File: src/rtl/regfile_pkg.sv
`default_nettype none
// ============================================================================
//  Module      : regfile_pkg
//  Description : Shared types and constants for the register-file write path.
//                Defines the address/data widths, the writeback-source code
//                reported on last_src, the hard-wired zero register and the
//                width of the starvation counter.
//  Revision    : 1.0  initial release
// ============================================================================
package regfile_pkg;

  localparam int REG_ADDR_W   = 5;
  localparam int REG_DATA_W   = 32;

  // Width of the starvation counter; limits up to 15 are representable.
  localparam int STARVE_CNT_W = 4;

  // Source of the write currently presented to the register file.
  typedef enum logic [1:0] {
    WB_NONE = 2'd0,
    WB_MEM  = 2'd1,
    WB_ALU  = 2'd2
  } wb_src_t;

  // Register 0 reads as zero; writes to it are accepted and discarded.
  localparam logic [REG_ADDR_W-1:0] ZERO_REG = 5'd0;

  // True when a write to this address must actually reach the array.
  function automatic logic is_committable(input logic [REG_ADDR_W-1:0] addr);
    return (addr != ZERO_REG);
  endfunction

endpackage
`default_nettype wire

File: src/rtl/regfile_write_arbiter_starve_counter.sv
`default_nettype none
// ============================================================================
//  Module      : starve_counter
//  Description : Saturating starvation counter for arbiters. Counts cycles in
//                which a requester is refused, stops at LIMIT and flags
//                at_limit so the arbiter can force a grant.
//  Ports       : clk      in   clock, rising-edge state updates
//                rst_n    in   asynchronous active-low reset
//                inc      in   requester was refused this cycle
//                clear    in   requester was served or withdrew
//                limit    in   saturation value
//                at_limit out  counter equals limit (registered state)
//  Revision    : 1.0  initial release
// ============================================================================
module starve_counter #(
  parameter int WIDTH = 4
) (
  input  logic             clk,
  input  logic             rst_n,
  input  logic             inc,
  input  logic             clear,
  input  logic [WIDTH-1:0] limit,
  output logic             at_limit
);

  logic [WIDTH-1:0] cnt_q;
  logic [WIDTH-1:0] cnt_d;

  // Clear wins over inc: a served requester is no longer starving even if
  // the caller happens to assert both in the same cycle.
  always_comb begin
    cnt_d = cnt_q;
    if (clear) begin
      cnt_d = '0;
    end else if (inc && (cnt_q != limit)) begin
      cnt_d = cnt_q + {{(WIDTH-1){1'b0}}, 1'b1};
    end
  end

  always_ff @(posedge clk or negedge rst_n) begin
    if (!rst_n) begin
      cnt_q <= '0;
    end else begin
      cnt_q <= cnt_d;
    end
  end

  assign at_limit = (cnt_q == limit);

endmodule
`default_nettype wire

File: src/rtl/regfile_write_arbiter.sv
`default_nettype none
// ============================================================================
//  Module      : regfile_write_arbiter
//  Description : Shares the register file's single write port between the
//                memory-load and ALU writeback paths. Loads win by default;
//                a starvation counter forces an ALU grant after STARVE_LIMIT
//                consecutive refused cycles. The winning write is registered
//                and presented for a whole cycle so the register file can
//                commit it on its falling-edge write.
//  Ports       : clk, rst_n                 clock / async active-low reset
//                mem_valid/rd/data, mem_ready  load writeback handshake
//                alu_valid/rd/data, alu_ready  ALU writeback handshake
//                rd, write_rd, writeEnable  registered register-file write
//                last_src                   source of current write (0/1/2)
//                write_count                committed non-zero writes, wraps
//  Revision    : 1.0  initial release
// ============================================================================
module regfile_write_arbiter
  import regfile_pkg::*;
#(
  parameter int STARVE_LIMIT = 3   // legal 1..15
) (
  input  logic                  clk,
  input  logic                  rst_n,

  input  logic                  mem_valid,
  input  logic [REG_ADDR_W-1:0] mem_rd,
  input  logic [REG_DATA_W-1:0] mem_data,
  output logic                  mem_ready,

  input  logic                  alu_valid,
  input  logic [REG_ADDR_W-1:0] alu_rd,
  input  logic [REG_DATA_W-1:0] alu_data,
  output logic                  alu_ready,

  output logic [REG_ADDR_W-1:0] rd,
  output logic [REG_DATA_W-1:0] write_rd,
  output logic                  writeEnable,
  output logic [1:0]            last_src,
  output logic [15:0]           write_count
);

  localparam logic [STARVE_CNT_W-1:0] LIMIT = STARVE_CNT_W'(STARVE_LIMIT);

  // --------------------------------------------------------------------------
  // Grant logic
  // --------------------------------------------------------------------------
  logic force_alu;
  logic mem_xfer;
  logic alu_xfer;

  // Readies depend only on the valids and the registered starvation state,
  // never on either source's address or data.
  always_comb begin
    mem_ready = !force_alu;
    alu_ready = force_alu || !mem_valid;
  end

  // The ready equations already make the two grants mutually exclusive:
  // without force_alu, alu_ready needs mem_valid low; with it, mem_ready is 0.
  assign mem_xfer = mem_valid && mem_ready;
  assign alu_xfer = alu_valid && alu_ready;

  // --------------------------------------------------------------------------
  // ALU starvation tracking
  // --------------------------------------------------------------------------
  logic starve_inc;
  logic starve_clr;

  assign starve_inc = alu_valid && !alu_ready;
  // A withdrawn ALU request leaves no history behind.
  assign starve_clr = alu_xfer || !alu_valid;

  starve_counter #(
    .WIDTH    (STARVE_CNT_W)
  ) u_starve_counter (
    .clk      (clk),
    .rst_n    (rst_n),
    .inc      (starve_inc),
    .clear    (starve_clr),
    .limit    (LIMIT),
    .at_limit (force_alu)
  );

  // --------------------------------------------------------------------------
  // Output write register
  // --------------------------------------------------------------------------
  logic [REG_ADDR_W-1:0] rd_q,          rd_d;
  logic [REG_DATA_W-1:0] write_rd_q,    write_rd_d;
  logic                  write_en_q,    write_en_d;
  wb_src_t               last_src_q,    last_src_d;
  logic [15:0]           write_count_q, write_count_d;

  always_comb begin
    // Address and data hold when idle; only the strobe and source drop.
    rd_d          = rd_q;
    write_rd_d    = write_rd_q;
    write_en_d    = 1'b0;
    last_src_d    = WB_NONE;
    write_count_d = write_count_q;

    if (mem_xfer) begin
      rd_d       = mem_rd;
      write_rd_d = mem_data;
      write_en_d = is_committable(mem_rd);
      last_src_d = WB_MEM;
    end else if (alu_xfer) begin
      rd_d       = alu_rd;
      write_rd_d = alu_data;
      write_en_d = is_committable(alu_rd);
      last_src_d = WB_ALU;
    end

    // Counts commits to the array, so register-0 writes are excluded.
    if (write_en_d) begin
      write_count_d = write_count_q + 16'd1;
    end
  end

  // Asynchronous reset drops an in-flight write immediately; the source has
  // to present it again after release.
  always_ff @(posedge clk or negedge rst_n) begin
    if (!rst_n) begin
      rd_q          <= ZERO_REG;
      write_rd_q    <= '0;
      write_en_q    <= 1'b0;
      last_src_q    <= WB_NONE;
      write_count_q <= '0;
    end else begin
      rd_q          <= rd_d;
      write_rd_q    <= write_rd_d;
      write_en_q    <= write_en_d;
      last_src_q    <= last_src_d;
      write_count_q <= write_count_d;
    end
  end

  assign rd          = rd_q;
  assign write_rd    = write_rd_q;
  assign writeEnable = write_en_q;
  assign last_src    = last_src_q;
  assign write_count = write_count_q;

endmodule
`default_nettype wire

File: config.mk
export PLATFORM = sky130hd
export DESIGN_NAME = regfile_write_arbiter
export DESIGN_NICKNAME = d
export VERILOG_FILES = /design/src/rtl/regfile_pkg.sv /design/src/rtl/regfile_write_arbiter_starve_counter.sv /design/src/rtl/regfile_write_arbiter.sv
export SDC_FILE = /design/constraint.sdc
export NUM_CORES = 1
export LEC_CHECK = 0
export ABC_AREA = 1
export ABC_CLOCK_PERIOD_IN_PS = 2500
export CORE_ASPECT_RATIO = 0.9
export CORE_MARGIN = 2
export CORE_UTILIZATION = 45
export DETAILED_ROUTE_END_ITERATION = 16
export PLACE_DENSITY = 0.86
export SLEW_MARGIN = 20
export SYNTH_ARGS = -nofsm -noshare
export SYNTH_HDL_FRONTEND = slang
export SYNTH_SLANG_ARGS = --single-unit
File: constraint.sdc
create_clock -name clk -period 2.5 [get_ports clk]
set_input_delay 0.25 -clock clk [delete_from_list [all_inputs] [get_ports clk]]
set_output_delay 0.25 -clock clk [all_outputs]
set_load 0.01 [all_outputs]
==> run summary <==
Final setup violation count -> 0
number of rows in the core area -> 28
maximum clock insertion buffer count -> 2
share of the yosys chip area belonging to registers -> 49.5%
iteration-0 DRC count of the detailed router -> 216
Critical Path Source -> u_starve_counter.cnt_q[0]$_DFFE_PN0P_
Pleak -> 2.09 nW
final max-slew violation count -> 0
data arrival time of the critical path -> 1660 ps
number of antenna violations at the first check in global routing -> 0
total clock sinks -> 60
Synth-to-Final Area Change -> 51.8%
die span in y -> 81.9 um
clock buffer count from CTS -> 9
post-synth design cell area -> 3040 sq um
post-CTS setup-driven buffer insertion count -> 0
vias per cell -> 4.94
syn nets -> 452
hold slack final -> 374 ps
sum of buffers and inverters on the critical path -> 1
Synth area leader -> sky130_fd_sc_hd__dfrtp_1
CTS H-tree lvls -> 3
final wirelength -> 8.40 mm
Clock Pin Slew Worst Setup and Hold Paths -> 70 ps
via total after detailed routing -> 2980
hold bufs inserted after CTS -> 1
cell family contributing the most delay on the critical path -> buffers and inverters
flip-flop and latch count after synthesis -> 60
Max stage delay cell, worst path -> sky130_fd_sc_hd__clkdlybuf4s50_1
Max IR drop VDD -> 0.376 mV
Levels on crit path -> 4
element type at the critical path end -> output pin
Final Cycle Share -> 76.5%
Resized Gates After CTS -> 0
final hold violation count -> 0
HP Class -> in2async
warnings from Yosys -> 0
length in cells of the worst reg-to-reg path -> 8
launch point of the worst reg-to-reg path -> u_starve_counter.cnt_q[0]$_DFFE_PN0P_
area of the core -> 6550 sq um
HPWL after detailed placement -> 6.31 mm
unrepaired setup endpoints after global routing -> false
combined global-route utilization of all metal layers -> 23.0%
share of layout cells above drive strength 1 -> 9.36%
final worst path period need -> 1910 ps
Pre-antenna DRT Iters -> 4
remaining design rule violation count -> 0
Worst Tran Pin Value -> 505 ps
latest clock arrival within the worst-skew pair -> 350 ps
NumNets Final -> 588
setup TNS -> 0 ps
per-instance average area after synthesis -> 8.16 sq um
critical path cell sequence -> ha_1 > nand2_2 > nand2_4 > clkdlybuf4s50_1
largest net degree at the start of global routing -> 43
delay of the slowest cell on the worst path -> 550 ps
slack of the worst reg-to-reg path -> 720 ps
GP Congestion -> 0.871
# Max-Cap Violations -> 0
areal power density over the cells -> 588 nW/um^2
Routed Antenna Nets -> 0
Cell variety after synth -> 27
Overall Power -> 2.71 mW
maximum operating frequency -> 523 MHz
run status -> finished, final reports clean
area enclosed by the die boundary -> 7420 sq um
Post-Route Skew -> 12.3 ps
clock root buffer -> sky130_fd_sc_hd__clkbuf_8
via count of the first global-routing pass -> 2837
die boundary width -> 90.6 um
Worst R2R End -> write_count[9]$_DFFE_PN0P_
count of inserted antenna diode cells -> 0
post-synth top area share -> 49.5%
slew margin rel. -> 66.3%
leading cell types by total area after synthesis -> sky130_fd_sc_hd__dfrtp_1 49%, sky130_fd_sc_hd__nand2_1 21%, sky130_fd_sc_hd__nand3_1 8.4%, sky130_fd_sc_hd__nand3_2 3.0%, sky130_fd_sc_hd__nor2_1 2.6%
count of boundary I/O pins -> 136
average wire per cell in the routed design -> 13.9 um
effective utilization at floorplan -> 46.3%
# port buffers -> 135
maximum fanout along the worst path -> 3
nature of the critical path startpoint -> flop
wire length of the first global-routing pass -> 13.4 mm
global route overflow -> 0
clock tree from TritonCTS -> yes
worst setup path category -> reg2out
required time of the worst setup path -> 2250 ps
capturing element of the worst setup path -> alu_ready
Mapped Cells -> 372
[layout by cell type (no fill, tap or decap), types with 3 or more instances in the layout]
master                            netlist  layout
sky130_fd_sc_hd__nand2_1              167     167
sky130_fd_sc_hd__clkdlybuf4s50_1        0     134
sky130_fd_sc_hd__dfrtp_1               60      60
sky130_fd_sc_hd__nand3_1               51      51
sky130_fd_sc_hd__nor2_1                21      21
sky130_fd_sc_hd__inv_1                 11      11
sky130_fd_sc_hd__clkbuf_8               0      11
sky130_fd_sc_hd__nand2_2               10      10
sky130_fd_sc_hd__nand3_2                9       9
sky130_fd_sc_hd__nand4_1                4       4
sky130_fd_sc_hd__xnor2_1                4       4
sky130_fd_sc_hd__xor2_1                 4       4
sky130_fd_sc_hd__o21ai_0                3       3
sky130_fd_sc_hd__buf_4                  4       3
[cell usage after synthesis (all sizes together)]
library cell / n
xnor2: 4
nand4: 4
or2: 1
nand3: 61
buf: 14
ha: 2
nand2: 179
dfrtp: 60
nor3: 1
nor2: 24
o21ai: 4
inv: 13
a21oi: 1
xor2: 4
[cell type report]
cell class / instances / area [sq um]
sequential: 60 / 1500
clock buffer: 12 / 155
multi-input combinational: 285 / 1360
timing repair buffer: 139 / 1380
fill: 502 / 1940
inverter: 13 / 53.8
clock inverter: 4 / 47.5
tap: 90 / 113
[stage by stage]
stage	instance area [sq um]	std cells	worst slack, ps	util [%]
after floorplan	3040	372	1060	-
after global placement	4400	586	707	67.1
after detailed placement	4400	586	662	67.1
after CTS	4610	603	570	70.3
after global routing	4610	603	474	70.3
final	4610	603	588	70.3
[worst min-delay path by stage]
stage,startpoint,to,slack [ps],cells after the start
3_5_place_dp,rst_n,write_rd[22]$_DFFE_PN0P_,210,1
5_1_grt,rst_n,write_rd[11]$_DFFE_PN0P_,410,2
2_1_floorplan,rst_n,last_src[0]$_DFF_PN0_,-50,0
3_3_place_gp,rst_n,write_rd[22]$_DFFE_PN0P_,200,1
4_1_cts,rst_n,write_rd[22]$_DFFE_PN0P_,380,2
6_report,rst_n,write_rd[22]$_DFFE_PN0P_,370,2
[metal layers]
layer	track usage, %	vias to the layer above	wire length (um)
met5	0	-	0
met3	4.40	22	420
met1	26.7	1401	3370
met2	41.5	104	4340
li1	-	1453	-
met4	11.7	0	266
[kinds of logic (layout without fill, tap and decap cells)]
logic type / count (synthesis) / after routing / share of synthesized area (%)
and+or+nand+nor: 270 / 270 / 40.4
AOI/OAI and AO/OA: 5 / 5 / 1.20
adders and majority gates: 2 / 2 / 0.824
DFF: 60 / 60 / 49.5
buffers and inverters: 27 / 168 / 5.77
xor gates and xnor gates: 8 / 8 / 2.31
[flip-flops by register name (all words and copies together) (netlist names)]
| name | flops |
|---|---|
| u_starve_counter.cnt_q | 4 |
| write_count | 16 |
| last_src | 2 |
| rd | 5 |
| writeEnable | 1 |
| write_rd | 32 |
[where the power goes]
group / total [mW] / leakage [nW] / switching [mW] / internal [mW]
clock: 0.896 / 0.102 / 0.384 / 0.511
combinational: 0.648 / 1.24 / 0.280 / 0.367
sequential: 1.17 / 0.755 / 0.0957 / 1.07
No activity file was read; power rests on OpenSTA's default activity.
